[config.mk]
export PLATFORM = sky130hd
export DESIGN_NAME = fir_coeff_sequencer_flat
export DESIGN_NICKNAME = d
export VERILOG_FILES = /design/src/rtl/fir_coeff_sequencer_if.sv /design/src/rtl/fir_coeff_sequencer.sv /design/src/flat_wrapper.sv
export SDC_FILE = /design/constraint.sdc
export NUM_CORES = 1
export LEC_CHECK = 0
export CORE_ASPECT_RATIO = 0.6
export CORE_MARGIN = 3
export CORE_UTILIZATION = 55
export CTS_CLUSTER_SIZE = 25
export DETAILED_ROUTE_END_ITERATION = 6
export DONT_BUFFER_PORTS = 1
export GPL_TIMING_DRIVEN = 0
export HOLD_SLACK_MARGIN = 0.03
export PLACE_DENSITY = 0.76
export SYNTH_ARGS = -nofsm -noshare
export SYNTH_HDL_FRONTEND = slang
export SYNTH_SLANG_ARGS = --single-unit
[constraint.sdc]
create_clock -name clk -period 1.6 [get_ports clk]
set_input_delay 0.32 -clock clk [delete_from_list [all_inputs] [get_ports clk]]
set_output_delay 0.32 -clock clk [all_outputs]
set_load 0.005 [all_outputs]
[src/rtl/fir_coeff_sequencer_if.sv]
// Handshake and filter-write bus between a coefficient source, the sequencer and the FIR.
// The master side is the controller and source; the slave side is the sequencer.
interface fir_coeff_sequencer_if;
  logic       start;
  logic       abort;
  logic [3:0] tap_count;
  logic       coef_in_valid;
  logic [7:0] coef_in_data;
  logic       coef_in_ready;
  logic [3:0] coefficient_number;
  logic [7:0] coefficient_value;
  logic       coefficient_write_enable;
  logic       flush_active;
  logic       busy;
  logic       done;
  logic       error;

  modport master (
    output start, abort, tap_count, coef_in_valid, coef_in_data,
    input  coef_in_ready, coefficient_number, coefficient_value, coefficient_write_enable,
    input  flush_active, busy, done, error
  );

  modport slave (
    input  start, abort, tap_count, coef_in_valid, coef_in_data,
    output coef_in_ready, coefficient_number, coefficient_value, coefficient_write_enable,
    output flush_active, busy, done, error
  );
endinterface

[src/rtl/fir_coeff_sequencer.sv]
// Loads user coefficients into an FIR, zero-fills the unused taps, then flushes the
// filter pipeline with zero input before signalling completion.
module fir_coeff_sequencer #(
  parameter int unsigned MAX_TAPS     = 10,
  parameter int unsigned FLUSH_CYCLES = 10
) (
  input  logic                   clk,
  input  logic                   reset,
  fir_coeff_sequencer_if.slave   bus
);

  localparam int unsigned CntW     = (FLUSH_CYCLES > 1) ? $clog2(FLUSH_CYCLES) : 1;
  localparam logic [CntW-1:0] LastCnt = CntW'(FLUSH_CYCLES - 1);
  localparam logic [4:0]      MaxTaps = 5'(MAX_TAPS);
  localparam logic [3:0]      LastIdx = 4'(MAX_TAPS - 1);

  typedef enum logic [2:0] {StIdle, StLoad, StZfill, StFlush, StDone} state_e;

  state_e          state_q, state_d;
  logic [3:0]      idx_q, idx_d;
  logic [3:0]      tap_q, tap_d;
  logic [CntW-1:0] cnt_q, cnt_d;
  logic            we_q, we_d;
  logic [3:0]      num_q, num_d;
  logic [7:0]      val_q, val_d;
  logic            err_q, err_d;
  logic            tap_ok;

  assign tap_ok = (bus.tap_count != 4'd0) && ({1'b0, bus.tap_count} <= MaxTaps);

  always_comb begin
    state_d = state_q;
    idx_d   = idx_q;
    tap_d   = tap_q;
    cnt_d   = '0;
    we_d    = 1'b0;
    num_d   = num_q;
    val_d   = val_q;
    err_d   = 1'b0;
    unique case (state_q)
      StIdle: begin
        idx_d = '0;
        if (bus.start && !bus.abort) begin
          if (tap_ok) begin
            tap_d   = bus.tap_count;
            state_d = StLoad;
          end else begin
            err_d = 1'b1;
          end
        end
      end
      StLoad: begin
        if (bus.coef_in_valid) begin
          we_d  = 1'b1;
          num_d = idx_q;
          val_d = bus.coef_in_data;
          idx_d = idx_q + 4'd1;
          if (idx_q == tap_q - 4'd1) begin
            state_d = ({1'b0, tap_q} < MaxTaps) ? StZfill : StFlush;
          end
        end
      end
      StZfill: begin
        we_d  = 1'b1;
        num_d = idx_q;
        val_d = '0;
        idx_d = idx_q + 4'd1;
        if (idx_q == LastIdx) state_d = StFlush;
      end
      StFlush: begin
        cnt_d = cnt_q + 1'b1;
        if (cnt_q == LastCnt) state_d = StDone;
      end
      StDone:  state_d = StIdle;
      default: state_d = StIdle;
    endcase
    // Abort also cancels a write that would otherwise register on this edge.
    if (bus.abort && (state_q != StIdle)) begin
      state_d = StIdle;
      idx_d   = '0;
      cnt_d   = '0;
      we_d    = 1'b0;
      num_d   = num_q;
      val_d   = val_q;
    end
  end

  always_ff @(posedge clk or negedge reset) begin
    if (!reset) begin
      state_q <= StIdle;
      idx_q   <= '0;
      tap_q   <= '0;
      cnt_q   <= '0;
      we_q    <= 1'b0;
      num_q   <= '0;
      val_q   <= '0;
      err_q   <= 1'b0;
    end else begin
      state_q <= state_d;
      idx_q   <= idx_d;
      tap_q   <= tap_d;
      cnt_q   <= cnt_d;
      we_q    <= we_d;
      num_q   <= num_d;
      val_q   <= val_d;
      err_q   <= err_d;
    end
  end

  assign bus.coef_in_ready            = (state_q == StLoad);
  assign bus.coefficient_number       = num_q;
  assign bus.coefficient_value        = val_q;
  assign bus.coefficient_write_enable = we_q;
  assign bus.flush_active             = (state_q == StFlush);
  assign bus.busy                     = (state_q != StIdle);
  assign bus.done                     = (state_q == StDone);
  assign bus.error                    = err_q;

endmodule
[src/flat_wrapper.sv]
// flat-port wrapper written by rule: the top's interface ports become plain ports
module fir_coeff_sequencer_flat 
#(
  parameter int unsigned MAX_TAPS     = 10,
  parameter int unsigned FLUSH_CYCLES = 10
)
  (clk, reset, bus_start, bus_abort, bus_tap_count, bus_coef_in_valid, bus_coef_in_data, bus_coef_in_ready, bus_coefficient_number, bus_coefficient_value, bus_coefficient_write_enable, bus_flush_active, bus_busy, bus_done, bus_error);
  fir_coeff_sequencer_if bus_i ();
  input  logic clk;
  input  logic reset;
  input wire logic [$bits(bus_i.start)-1:0] bus_start;
  input wire logic [$bits(bus_i.abort)-1:0] bus_abort;
  input wire logic [$bits(bus_i.tap_count)-1:0] bus_tap_count;
  input wire logic [$bits(bus_i.coef_in_valid)-1:0] bus_coef_in_valid;
  input wire logic [$bits(bus_i.coef_in_data)-1:0] bus_coef_in_data;
  output wire logic [$bits(bus_i.coef_in_ready)-1:0] bus_coef_in_ready;
  output wire logic [$bits(bus_i.coefficient_number)-1:0] bus_coefficient_number;
  output wire logic [$bits(bus_i.coefficient_value)-1:0] bus_coefficient_value;
  output wire logic [$bits(bus_i.coefficient_write_enable)-1:0] bus_coefficient_write_enable;
  output wire logic [$bits(bus_i.flush_active)-1:0] bus_flush_active;
  output wire logic [$bits(bus_i.busy)-1:0] bus_busy;
  output wire logic [$bits(bus_i.done)-1:0] bus_done;
  output wire logic [$bits(bus_i.error)-1:0] bus_error;
  assign bus_i.start = bus_start;
  assign bus_i.abort = bus_abort;
  assign bus_i.tap_count = bus_tap_count;
  assign bus_i.coef_in_valid = bus_coef_in_valid;
  assign bus_i.coef_in_data = bus_coef_in_data;
  assign bus_coef_in_ready = bus_i.coef_in_ready;
  assign bus_coefficient_number = bus_i.coefficient_number;
  assign bus_coefficient_value = bus_i.coefficient_value;
  assign bus_coefficient_write_enable = bus_i.coefficient_write_enable;
  assign bus_flush_active = bus_i.flush_active;
  assign bus_busy = bus_i.busy;
  assign bus_done = bus_i.done;
  assign bus_error = bus_i.error;
  fir_coeff_sequencer #(.MAX_TAPS(MAX_TAPS), .FLUSH_CYCLES(FLUSH_CYCLES)) u_core (.clk(clk), .reset(reset), .bus(bus_i));
endmodule
Word-level counts from Yosys, hierarchy flattened
Cells that the tools add are included.

storage, ports and cells
  flip-flop bits (word level) = 29
  bits of input ports = 17
  output and inout bits = 18
  word-level logic and storage cells = 65

operators by class
  add/sub/neg operators = 3
  order comparisons = 2
  equality and inequality tests = 14
  multiplexer cells = 24
  bitwise logic cells = 1
  reductions and logical operators = 13

operators by type and width
  operator             count
  $mux 3               7
  $mux 4               5
  $pmux 8 s2           1
  $ne 3x1->1 const B   5
  $pmux 3 s4           1
  $pmux 4 s3           1
  $add 4x1->4 const B  2
  $eq 4x4->1 const B   2
  $mux 8               1
  $pmux 4 s2           1
  $reduce_bool 4->1    2
  $eq 3x2->1 const B   2
  $mux 1               6
  $reduce_and 3->1     2
  $reduce_and 6->1     1
  $eq 4x4->1           1
  $le 4x4->1 const B   1
  $lt 4x4->1 const B   1
  $sub 4x1->4 const B  1
  $eq 3x1->1 const B   1
  $eq 3x3->1 const B   1
  $logic_and 1x1->1    3
  $logic_not 3->1      1
  $ne 3x2->1 const B   1
  7 further kinds      7

Logic depth before layout (Yosys ltp)
  depth in word-level cells = 6
  mapped depth = 8
  depth with buffers taken out = 7

Least setup slack after synthesis
Ideal clock, no wire load.

  path type = register -> register
  from = register u_core.state_q[1]
  to = register u_core.num_q[0] (netlist: u_core.bus.coefficient_number[0])
  setup time = 125 ps
  arrival time = 1261 ps
  data required time = 1475 ps
  path slack = 214 ps
  cell stages (with the launch flop) = 7
  buffers on the path = 2
  clock period less this slack = 1386 ps
  cells stage by stage = dfrtp_1 > buf_6 > and2b_1 > a21oi_1 > nand2b_1 > buf_6 > mux2_4

on the way
  cells in the longest elaborated chain, start to end = 4
  elaborated cells between the ends (all ways) = 9
  classes of those cells = eq/ne (3); mux (1); bitwise (1); reduce/logical (4)

ends and longest elaborated chain
  item                                                                RTL line                    RTL
  from (decl)                                                         fir_coeff_sequencer.sv:19   state_e state_q, state_d;
  from (signal assigned)                                              fir_coeff_sequencer.sv:90   state_q <= StIdle;
  from (signal assigned)                                              fir_coeff_sequencer.sv:99   state_q <= state_d;
  parallel branches: the longest is 4 deep, another holds $eq 3x1->1  -
  to (signal assigned)                                                fir_coeff_sequencer.sv:104  num_q <= num_d;
  to (decl)                                                           fir_coeff_sequencer.sv:24   logic [3:0] num_q, num_d;

Parallel ways; which one is timed is not known.
A chain may end at the register's enable or synchronous reset.

Worst setup path after layout
  from = register u_core.state_q[0]
  to = output port bus_busy

on the way
  cells in the longest elaborated chain, start to end = 1

ends and longest elaborated chain
  item               RTL line                    RTL
  $reduce_bool 3->1  fir_coeff_sequencer.sv:115  assign bus.busy = (state_q != StIdle);
  to (decl)          flat_wrapper.sv:21          output wire logic [$bits(bus_i.busy)-1:0] bus_busy;

No other way between the ends.

==> impl_results.md <==
* Worst skew pair latency at 0.28 ns
* Synth Register Bits at 29
* Share of cells above drive strength 1 at 0.205
* Number of flops mapped to enable cells by yosys at 0
* Yosys Warn Count at 0
* DRC viols at 0
* Crit Path Category: register to output pin
* WL met2 at 1300 um
* Routed WL per cell at 15.8 um
* Post-Syn Area per Cell at 10.3 um^2
* Largest net degree at the start of global routing at 30
* Final RePlAce weighted congestion at 0.883
* Max Fclk at 650 MHz
* Final hold violations at 0
* Internal power at 1.68 mW
* CTS tree: done
* DRT Pass-1 Iters at 4
* Crit. Startpoint: u_core.state_q[0]$_DFFE_PN0P_
* Min Tclk post-route at 1.54 ns
* GRT Resource Usage Total at 0.193
* Met3 wire length at 229 um
* Syn Inst Count at 146
* Max-slew violations at 0
* Final Setup Violations at 0
* Die X at 73.5 um
* R2R cell count at 7
* Post-Route Skew at 0.00488 ns
* CP arrival at 1.22 ns
* Async set-reset flop share out of synthesis at 1.00
* H-tree depth at 2
* Crit end category: output pin
* RSZ-0062 raised after global routing: true
* Sw Pwr at 0.879 mW
* Layout area overhead at 11.2%
* Clock Power Share at 0.231
* Sequential Power Share at 0.432
* Cell Rows at 13
* Post-synthesis sequential area ratio at 0.483
* Ys flop type: dfrtp_1
* Vias at 1,026
* CORE AREA at 2370 um^2
* PwrDens at 1530 nW/um^2
* Fin cells at 186
* Max Cap Viol at 0
* Switching share of power at 0.343
* Hold Path Class: input port to register
* Critical path peak fanout at 10
* Antenna Cells at 0
* Fill count at 168
* Worst vdd ir at 0.754 mV
* Critical Path RT at 1.28 ns
* Post-Route WL at 2950 um
* Total congestion overflow at 0
* Vias per Instance at 5.52
* DRT iter0 DRCs at 102
* Global-route wire length before repair at 4680 um
* IO buf count at 0
* Synth unique cells at 36
* DP HPWL at 2180 um
* Num CTS Buffers at 5
* Longest Clk Path Bufs at 2
* DRT antenna net count at 0
* Io pins at 35
* Logic pwr share at 0.337
* Initial antenna violation count at 0
* Capturing point of the worst reg2reg path: u_core.state_q[0]$_DFFE_PN0P_
* Final Cycle Share at 0.961
* Cell taking the most area after synthesis: dfrtp_1
* Die ar. at 3420 um^2
* Status: finished, final reports clean
* Worst reg-to-reg setup slack at 0.06 ns
* Slew HR at 0.751
* Synthesized area at 1500 um^2
* Clk sink count at 29
* Placed cells at 176
* Most frequent cells after synthesis: dfrtp_1 (29), nand2_1 (22), nor2_1 (11), o21ai_1 (11)
* Top-area cell type share of the netlist area at 0.483
* Layout Utilization at 0.704
* Final total power at 2.56 mW
* CP endpoint: bus_busy
* Die height at 46.5 um
* Reg clk slew, reported paths at 0.05 ns
* Top-count cell post-synth: dfrtp_1
* Syn nets at 168
* Vias in the first global route at 1,020
* Lkg Pwr at 0.805 nW
* Initial core utilization at 0.633
* Crit path launch type: register
* Wl on met1 at 1380 um
* Final net count at 178
* Synth top area cells: dfrtp_1 (48%), nand2_1 (5.5%), ha_1 (4.2%)
* Clk root buf: clkbuf_8
* Worst r2r src: u_core.tap_q[0]$_DFFE_PN0P_
* Top sig layer: met4
* Worst slew pin tran at 0.371 ns
==> cells in the final DEF, fill, tap and decap left out, types with 2 or more instances in the layout <==
master / synthesis / layout
a21oi_2: 2 / 2
ha_1: 5 / 5
dfrtp_1: 29 / 29
a21oi_1: 2 / 2
nand2_1: 22 / 22
inv_1: 7 / 7
nor2_2: 1 / 2
nor2_1: 11 / 10
xor2_1: 7 / 7
nand4_1: 2 / 2
o21ai_0: 2 / 2
clkbuf_8: 0 / 6
buf_6: 5 / 5
o21ai_1: 11 / 11
mux2_4: 3 / 3
nand3_1: 4 / 4
mux2_2: 4 / 4
xnor2_1: 3 / 3
buf_2: 3 / 3
nor3_1: 5 / 4
nand2b_1: 2 / 2
==> routing by layer <==
metal,vias up,GRT usage
li1,509,-
met1,479,0.239
met2,33,0.292
met3,5,0.0893
met4,0,0.0794
met5,-,0
==> critical path, cell delays in order (launching register included) <==
cell	delay (ns)
dfrtp_1	0.38
buf_2	0.19
nor3_2	0.28
inv_1	0.10
==> timing repair <==
| action | in CTS | in global routing |
|---|---|---|
| setup endpoints to repair | 1 | 3 |
| hold buffers | 2 | 0 |
| pin swaps | 0 | 0 |
| cloned | 0 | 0 |
| resized for setup | 1 | 1 |
| hold endpoints to repair | 29 | 0 |
| setup buffers | 0 | 1 |
==> power by group through the flow <==
stage / Clock, mW / Combinational, mW / Sequential, mW
final: 0.591 / 0.863 / 1.11
after global routing: 0.638 / 0.972 / 1.14
after CTS: 0.597 / 0.826 / 1.11
after detailed placement: 0 / 0.792 / 1.13
after global placement: 0 / 0.763 / 1.11
after floorplan: 0 / 0.677 / 1.07
==> flip-flops by register name, summed over array words and instances (netlist names) <==
| register | cells |
|---|---|
| u_core.cnt_q | 4 |
| u_core.bus.coefficient_write_enable | 1 |
| u_core.state_q | 3 |
| u_core.bus.coefficient_number | 4 |
| u_core.bus.coefficient_value | 8 |
| u_core.tap_q | 4 |
| u_core.idx_q | 4 |
| u_core.bus.error | 1 |
==> through the flow <==
stage | cell area (um^2) | hold WS (ns) | setup TNS (ns) | setup slack, ns
2_1_floorplan | 1500 | 0.0244 | 0 | 0.214
3_3_place_gp | 1540 | 0.0250 | 0 | 0.151
3_5_place_dp | 1540 | 0.0251 | 0 | 0.121
4_1_cts | 1660 | 0.161 | 0 | 0.0608
5_1_grt | 1670 | 0.158 | -0.124 | -0.0638
6_report | 1670 | 0.162 | 0 | 0.0617
==> logic make-up after synthesis <==
kind of cell	Yosys count	synth area share
adder cells (fa/ha/maj)	5	0.0416
buffers and inverters	15	0.0649
flip-flops	29	0.483
AO/OA/AOI/OAI	25	0.113
AND/OR/NAND/NOR	55	0.180
XOR/XNOR	10	0.0582
multiplexers	7	0.0599
==> worst min path at each step <==
stage / from / end / cells past startpoint
2_1_floorplan: reset / u_core.bus.coefficient_number[0]$_DFFE_PN0P_ / 0
3_3_place_gp: reset / u_core.tap_q[2]$_DFFE_PN0P_ / 0
3_5_place_dp: reset / u_core.tap_q[2]$_DFFE_PN0P_ / 0
4_1_cts: bus_start / u_core.bus.error$_DFF_PN0_ / 2
5_1_grt: bus_start / u_core.bus.error$_DFF_PN0_ / 2
6_report: bus_start / u_core.bus.error$_DFF_PN0_ / 2
==> area by class of cell <==
cell class | count | area (um^2) | area share
Buffer | 8 | 71.3 | 0.0426
Clock buffer | 7 | 86.3 | 0.0516
Inverter | 7 | 26.3 | 0.0157
Multi-Input combinational cell | 102 | 688 | 0.411
Sequential cell | 29 | 726 | 0.434
Tap cell | 30 | 37.5 | 0.0224
Timing Repair Buffer | 3 | 37.5 | 0.0224
No activity file was read; power rests on OpenSTA's default activity.
